==> config.mk <==
export PLATFORM = sky130hd
export DESIGN_NAME = final_schematic_flat
export DESIGN_NICKNAME = d
export VERILOG_FILES = /design/src/rtl/final_schematic_pkg.sv /design/src/rtl/final_schematic_if.sv /design/src/rtl/final_schematic_fee_calc.sv /design/src/rtl/final_schematic.sv /design/src/flat_wrapper.sv
export SDC_FILE = /design/constraint.sdc
export NUM_CORES = 1
export LEC_CHECK = 0
export ABC_AREA = 1
export CAP_MARGIN = 30
export CORE_ASPECT_RATIO = 0.9
export CORE_MARGIN = 5
export CORE_UTILIZATION = 35
export CTS_CLUSTER_SIZE = 25
export DETAILED_ROUTE_END_ITERATION = 10
export HOLD_SLACK_MARGIN = 0.08
export PLACE_DENSITY_LB_ADDON = 0.15
export SYNTH_ARGS = -nofsm -noshare
export SYNTH_HDL_FRONTEND = slang
export SYNTH_SLANG_ARGS = --single-unit
export TNS_END_PERCENT = 5
==> constraint.sdc <==
create_clock -name clk -period 1.15 [get_ports clk]
set_input_delay 0.115 -clock clk [delete_from_list [all_inputs] [get_ports clk]]
set_output_delay 0.115 -clock clk [all_outputs]
set_load 0.02 [all_outputs]
==> src/rtl/final_schematic_pkg.sv <==
// Shared constants and types for the parking-meter tariff block.
package final_schematic_pkg;

   localparam int unsigned D_W     = 4;
   localparam int unsigned FEE_W   = 5;
   localparam int unsigned EXC_W   = 6;
   localparam int unsigned ID_W    = 45;
   localparam int unsigned PROD_W  = 8;

   localparam int unsigned UNIT_30M = 1;
   localparam int unsigned UNIT_1H  = 2;
   localparam int unsigned UNIT_2H  = 4;

   localparam int unsigned FEE_MAX = 31;

   // Encoding matches {ClientB, ClientA}; NONE and BOTH are invalid selections.
   typedef enum logic [1:0] {
      CLIENT_NONE = 2'b00,
      CLIENT_A    = 2'b01,
      CLIENT_B    = 2'b10,
      CLIENT_BOTH = 2'b11
   } client_e;

   typedef struct packed {
      logic             valid;
      logic [FEE_W-1:0] fee;
   } fee_res_t;

   function automatic logic [PROD_W-1:0] saturate_fee(input logic [PROD_W-1:0] prod);
      if (prod > PROD_W'(FEE_MAX)) return PROD_W'(FEE_MAX);
      return prod;
   endfunction

endpackage

==> src/rtl/final_schematic_if.sv <==
// Front-panel inputs and display outputs of the tariff block.
interface final_schematic_if;
   import final_schematic_pkg::*;

   logic              ClientA;
   logic              ClientB;
   logic              Button30Min;
   logic              Button1Hour;
   logic              Button2Hours;
   logic [ID_W-1:0]   StudentNumbers;
   logic [D_W-1:0]    D;
   logic [FEE_W-1:0]  ValueToPay;
   logic              P_;
   logic [EXC_W-1:0]  Excess5;

   modport master (
      output ClientA, ClientB, Button30Min, Button1Hour, Button2Hours,
      input  StudentNumbers, D, ValueToPay, P_, Excess5
   );

   modport slave (
      input  ClientA, ClientB, Button30Min, Button1Hour, Button2Hours,
      output StudentNumbers, D, ValueToPay, P_, Excess5
   );
endinterface

==> src/rtl/final_schematic_fee_calc.sv <==
// Combinational fee: client select and duration to validity and saturated fee.
module fee_calc
   import final_schematic_pkg::*;
#(
   parameter int unsigned RATE_A = 3,
   parameter int unsigned RATE_B = 4
) (
   input  client_e        client,
   input  logic [D_W-1:0] d,
   output fee_res_t       res_c
);

   logic [PROD_W-1:0] rate;
   logic [PROD_W-1:0] prod;

   // Simultaneous selects are invalid rather than prioritised.
   always_comb begin
      rate        = '0;
      res_c.valid = 1'b0;
      unique case (client)
         CLIENT_A: begin
            rate        = PROD_W'(RATE_A);
            res_c.valid = 1'b1;
         end
         CLIENT_B: begin
            rate        = PROD_W'(RATE_B);
            res_c.valid = 1'b1;
         end
         default: begin
            rate        = '0;
            res_c.valid = 1'b0;
         end
      endcase
   end

   always_comb begin
      prod      = PROD_W'(d) * rate;
      res_c.fee = FEE_W'(saturate_fee(prod));
   end

endmodule

==> src/rtl/final_schematic.sv <==
// Parking-meter tariff top: duration decode, fee lookup and registered display outputs.
module final_schematic
   import final_schematic_pkg::*;
#(
   parameter logic [ID_W-1:0] STUDENT_NUMBERS = 45'h0,
   parameter int unsigned     RATE_A          = 3,
   parameter int unsigned     RATE_B          = 4,
   parameter int unsigned     EXCESS_OFFSET   = 5
) (
   input  logic              clk,
   input  logic              rst_n,
   final_schematic_if.slave  bus
);

   client_e          client;
   logic [D_W-1:0]   d_c;
   fee_res_t         res_c;
   logic             pay_due_c;
   logic [EXC_W-1:0] excess_c;

   // Buttons are additive half-hour units.
   always_comb begin
      d_c = '0;
      if (bus.Button30Min)  d_c = d_c + D_W'(UNIT_30M);
      if (bus.Button1Hour)  d_c = d_c + D_W'(UNIT_1H);
      if (bus.Button2Hours) d_c = d_c + D_W'(UNIT_2H);
   end

   assign client = client_e'({bus.ClientB, bus.ClientA});

   fee_calc #(
      .RATE_A (RATE_A),
      .RATE_B (RATE_B)
   ) u_fee_calc (
      .client (client),
      .d      (d_c),
      .res_c  (res_c)
   );

   assign pay_due_c = res_c.valid && (d_c != '0);
   assign excess_c  = EXC_W'(res_c.fee) + EXC_W'(EXCESS_OFFSET);

   always_ff @(posedge clk or negedge rst_n) begin
      if (!rst_n) begin
         bus.D          <= '0;
         bus.ValueToPay <= '0;
         bus.P_         <= 1'b1;
         bus.Excess5    <= EXC_W'(EXCESS_OFFSET);
      end else begin
         bus.D          <= d_c;
         bus.ValueToPay <= res_c.fee;
         bus.P_         <= ~pay_due_c;
         bus.Excess5    <= excess_c;
      end
   end

   // ID word is a wired constant, independent of reset.
   assign bus.StudentNumbers = STUDENT_NUMBERS;

endmodule

==> src/flat_wrapper.sv <==
// flat-port wrapper written by rule: the top's interface ports become plain ports
module final_schematic_flat import final_schematic_pkg::*;
#(
   parameter logic [ID_W-1:0] STUDENT_NUMBERS = 45'h0,
   parameter int unsigned     RATE_A          = 3,
   parameter int unsigned     RATE_B          = 4,
   parameter int unsigned     EXCESS_OFFSET   = 5
)
  (clk, rst_n, bus_ClientA, bus_ClientB, bus_Button30Min, bus_Button1Hour, bus_Button2Hours, bus_StudentNumbers, bus_D, bus_ValueToPay, bus_P_, bus_Excess5);
  final_schematic_if bus_i ();
  input  logic clk;
  input  logic rst_n;
  input wire logic [$bits(bus_i.ClientA)-1:0] bus_ClientA;
  input wire logic [$bits(bus_i.ClientB)-1:0] bus_ClientB;
  input wire logic [$bits(bus_i.Button30Min)-1:0] bus_Button30Min;
  input wire logic [$bits(bus_i.Button1Hour)-1:0] bus_Button1Hour;
  input wire logic [$bits(bus_i.Button2Hours)-1:0] bus_Button2Hours;
  output wire logic [$bits(bus_i.StudentNumbers)-1:0] bus_StudentNumbers;
  output wire logic [$bits(bus_i.D)-1:0] bus_D;
  output wire logic [$bits(bus_i.ValueToPay)-1:0] bus_ValueToPay;
  output wire logic [$bits(bus_i.P_)-1:0] bus_P_;
  output wire logic [$bits(bus_i.Excess5)-1:0] bus_Excess5;
  assign bus_i.ClientA = bus_ClientA;
  assign bus_i.ClientB = bus_ClientB;
  assign bus_i.Button30Min = bus_Button30Min;
  assign bus_i.Button1Hour = bus_Button1Hour;
  assign bus_i.Button2Hours = bus_Button2Hours;
  assign bus_StudentNumbers = bus_i.StudentNumbers;
  assign bus_D = bus_i.D;
  assign bus_ValueToPay = bus_i.ValueToPay;
  assign bus_P_ = bus_i.P_;
  assign bus_Excess5 = bus_i.Excess5;
  final_schematic #(.STUDENT_NUMBERS(STUDENT_NUMBERS), .RATE_A(RATE_A), .RATE_B(RATE_B), .EXCESS_OFFSET(EXCESS_OFFSET)) u_core (.clk(clk), .rst_n(rst_n), .bus(bus_i));
endmodule
Yosys cells after proc, flatten, opt, wreduce, memory -nomap -nowiden
Index checks and enable logic that the tools add are counted.
- flip-flop bits (word level): 16
- input port bits: 7
- reduce and logical (&&, ||, !) cells: 3
- magnitude comparators: 1
- equality and inequality tests: 2
- multiplexer cells: 8
- $mul: 1
- add/subtract/negate cells: 3
- bitwise gates (word level): 1
- operators with widths (cell ; count):
    2-to-1 mux 5 bit ; 2
    2-to-1 mux 4 bit ; 2
    > comparator 7 x 5 -> 1 bit, second input constant ; 1
    multiplier 4 x 3 -> 7 bit ; 1
    adder 5 x 3 -> 6 bit, second input constant ; 1
    case mux 3 bit (2 select lines) ; 1
    adder 4 x 3 -> 4 bit, second input constant ; 1
    nonzero test 4 bit ; 1
    adder 1 x 2 -> 3 bit, second input constant ; 1
    2-to-1 mux 1 bit ; 3
    equality test 2 x 1 -> 1 bit, second input constant ; 1
    equality test 2 bit, second input constant ; 1
    OR reduction 2 bit ; 1
    logical AND 1 bit ; 1
    NOT 1 bit ; 1

Logic depth before layout (Yosys ltp)
Gate-level depths: netlist of the first run.
- depth in word-level cells: 10
- mapped depth: 14

By module
A second synthesis of the first run with hierarchy kept.
- cells, all modules: 150
- area, all modules: 1223.7 um2
- by module, submodules not included (module ; area an instance (um2) ; times used ; cells an instance ; sequential area each (um2)):
    final_schematic ; 835.8 ; 1 ; 86 ; 379.1
    fee_calc ; 387.9 ; 1 ; 64 ; 0.0

Least setup slack after synthesis of the first run
Ideal clock, no wire load.
- path type: input-to-reg
- from: in bus_ClientB
- to: reg u_core.bus.Excess5[4]
- arrival time: 2.060 ns
- path slack: -1.026 ns
- cell stages on the path: 12
- data required time: 1.034 ns
- setup time: 0.116 ns
- cells stage by stage: inv_1 ha_1 nand2_1 fa_1 inv_1 ha_1 fa_1 xor2_1 nor2_1 inv_1 nand2_1 nand2_1
- RTL lines (what ; line ; source):
    start: declaration ; flat_wrapper.sv:14 ; input wire logic [$bits(bus_i.ClientB)-1:0] bus_ClientB;
    end signal: assignment ; final_schematic.sv:48 ; bus.Excess5 <= EXC_W'(EXCESS_OFFSET);
    end signal: assignment ; final_schematic.sv:53 ; bus.Excess5 <= excess_c;
    end: declaration ; final_schematic_if.sv:23 ; output StudentNumbers, D, ValueToPay, P_, Excess5

Worst setup path in the final report of the first run
- from: in bus_ClientA
- to: reg u_core.bus.Excess5[4]
- cells in the longest elaborated chain, start to end: 7
- elaborated cells on any way between the ends: 8
- those cells by class: add/sub (1); mul (1); order compare (1); eq/ne (2); mux (3)
- RTL lines (what ; line ; source):
    start: declaration ; flat_wrapper.sv:13 ; input wire logic [$bits(bus_i.ClientA)-1:0] bus_ClientA;
    equality test 2 bit / equality test 2 x 1 -> 1 bit (equally long branches) ; final_schematic_fee_calc.sv:20 ; unique case (client)
    case mux 3 bit (2 select lines) (*) ; final_schematic_fee_calc.sv:20 ;
    multiplier 4 x 3 -> 7 bit (*) ; final_schematic_fee_calc.sv:37 ; prod = PROD_W'(d) * rate;
    > comparator 7 x 5 -> 1 bit ; final_schematic_pkg.sv:30 ; if (prod > PROD_W'(FEE_MAX)) return PROD_W'(FEE_MAX);
    2-to-1 mux 1 bit ; final_schematic_pkg.sv:30 ;
    2-to-1 mux 5 bit (*) ; final_schematic_pkg.sv:31 ; return prod;
    adder 5 x 3 -> 6 bit (*) ; final_schematic.sv:41 ; assign excess_c = EXC_W'(res_c.fee) + EXC_W'(EXCESS_OFFSET);
    net u_core.excess_c[4] ; final_schematic.sv:19 ; logic [EXC_W-1:0] excess_c;
The timed path passes the listed nets; every way through them passes the cells marked *.

==> reports/results.ini, run 1 <==
[clock_tree]
h-tree-depth=1
clk_pin_slew_worst_paths_ps=80
clockBufferDepth=2
cts_tree=built
hold_buffers=0
cts_inserted_buffers=3
cts_root_buf=clkbuf_4
cts_sinks=15

[timing]
slew_violations=0
fin_ws_ps=-800.0
timing.hold.ws_ps=137.4
hold_viol=0
finalCritPeriodShare_pct=169.6
fmax_mhz=512.8
rsz0062_at_grt=yes
final.setup.tns_ps=-6266
post-route-min-period_ps=1950
finalSetupViolCount=11

[yosys]
ys.flop_type=dfrtp_1
synth_seq_area_share_pct=33.70
async_flop_share_pct=100.0
synth_cell_types=19
synth.largest_area_cell=buf_4
synth_area_mm2=0.001125
synth_top_area_share_pct=30.70
synth-seq-cells=15
synth_most_common_cell=buf_4
yosysWarnings=0
synthTopCellsByArea=buf_4 31%, dfrtp_1 27%, ha_1 8.9%, dfstp_2 7.0%, inv_1 5.7%
synthCells=127
syn_avg_cell_area_um2=8.857
synth_top_cells_by_count=46 x buf_4, 17 x inv_1, 14 x nand2_1
synth_edf_count=0

[pwr]
power_density_mw_per_mm2=951.2
power.leakage_uw=0.0008363
ir_drop_v=0.0003529

[drt]
drt_wl_total_mm=1.824
wl_per_cell_um=8.812
drtPass1Iterations=4
vias=728
viasPerCell=3.517
drtAntennaViolNets=0
drt_first_iter_violations=19
drc_errors=0

[floorplan]
die-width_um=69.76
start_util_pct=36.68
core_area_mm2=0.003067
rows=19
pin_count=68
dieArea_mm2=0.004449
die_h_um=63.78

[final_layout]
nNetsFinal=183
multi_input_area_um2=599.3
seq_area_um2=379.1
area_growth_pct=26.70
n_fill_cell=304
drive_above_1_share_pct=29.70
insertedDiodeCount=0

[global_route]
first_global_vias=692
antenna_found_initial=0
grt_usage_pct=8.447
overflow=0
grt_pass1_wl_mm=3.036
grt_max_degree=16

[critical_path]
required_ps=1320
arrival_ps=2120
criticalPathCategory=in2reg
path_max_fanout=3
endpoint_kind=register
start_kind=input port

[run_status]
violations=negative setup slack
status=finished, violations left

[place]
gp_congestion=0.7757
place_hpwl_mm=1.568
io_buffers=21

[flow_run]
timing.max_cap.violations=0

[worst_hold_path]
hp-class=in2async

==> power by group <==
group,switching [uW],total [uW],internal (uW)
Combinational,325,477,152
Clock,155,290,135
Sequential,8.49,588,580
Total,489,1360,867
==> layer usage <==
metal / global-route usage [%] / up-vias / wire length (um)
met5: 0 / - / 0
met4: 5.024 / 0 / 49
met3: 2.508 / 5 / 252
met2: 13.93 / 42 / 874
met1: 9.777 / 318 / 648
li1: - / 363 / -
==> kinds of logic (layout without fill, tap and decap cells) <==
kind of cell    after synthesis  after routing  share of synthesized area [%]
buf+inv                      63             56                          36.37
simple gates                 33             33                          13.68
flops                        15             15                          33.70
fa+ha+maj                    10             10                          12.46
compound gates                3              3                          1.891
xor+xnor                      2              2                          1.558
other cells                   1             46                         0.3334
==> layout by cell type (no fill, tap or decap), types with 3 or more instances in the layout <==
cell type	count
nand3_1	3
dlygate4sd2_1	15
nand2_1	11
ha_1	4
buf_4	12
nand2_2	5
buf_6	4
inv_1	13
clkbuf_4	3
dfrtp_1	12
dfstp_2	3
ha_4	4
nor2_1	5
conb_1	46
buf_2	3
inv_2	3
==> cell type report <==
cell class / instances / share of cell area, %
Clock buffer: 4 / 1.844
Tap cell: 42 / 3.687
Inverter: 17 / 5.356
Multi-Input combinational cell: 94 / 42.05
Timing Repair Buffer: 35 / 20.46
Sequential cell: 15 / 26.60
==> registers in the layout (all words and copies together), names as in the netlist <==
name / cells
u_core.bus.P_: 1
u_core.bus.D: 3
u_core.bus.ValueToPay: 5
u_core.bus.Excess5: 6
==> path summary, 6_finish.rpt <==
kind	start	end	cells past startpoint
worst max-delay path	bus_ClientA	u_core.bus.Excess5[4]	13
worst min-delay path	rst_n	u_core.bus.D[2]	2
max in group asynchronous	rst_n	u_core.bus.Excess5[2]	2
min in group clk	bus_Button2Hours	u_core.bus.D[2]	2
==> worst max-delay path, stage by stage <==
cell,delay (ps)
buf_6,100
buf_6,120
inv_12,40
ha_4,120
nand2_2,50
fa_1,490
inv_2,40
ha_4,150
fa_2,550
nor2_4,50
o21bai_4,160
nand2_1,60
nand2_1,60
==> per-stage QoR <==
stage | power [uW] | setup slack [ps] | cell area, um^2 | cells | utilization [%]
5_1_grt | 1444 | -845.2 | 1425 | 207 | 46.47
4_1_cts | 1357 | -796.8 | 1418 | 207 | 46.23
3_3_place_gp | 1092 | -1534 | 1381 | 203 | 45.04
3_5_place_dp | 1095 | -1572 | 1381 | 203 | 45.04
2_1_floorplan | 1029 | -888.5 | 1359 | 172 | -
6_report | 1356 | -800.0 | 1425 | 207 | 46.47
==> repair_timing <==
| item | CTS | global route |
|---|---|---|
| endpoints found under the setup margin | 26 | 11 |
| endpoints found under the hold margin | 0 | 0 |
| buffers inserted | 0 | 0 |
| resized for setup | 45 | 2 |
| pin swaps | 7 | 1 |
No activity file was read; power rests on OpenSTA's default activity.
==> run 2, diff against run 1 <==
- CAP_MARGIN: 30 -> 0
==> results of run 2 <==
Same layout as run 1: the final DEF is identical, and so are final timing and power.
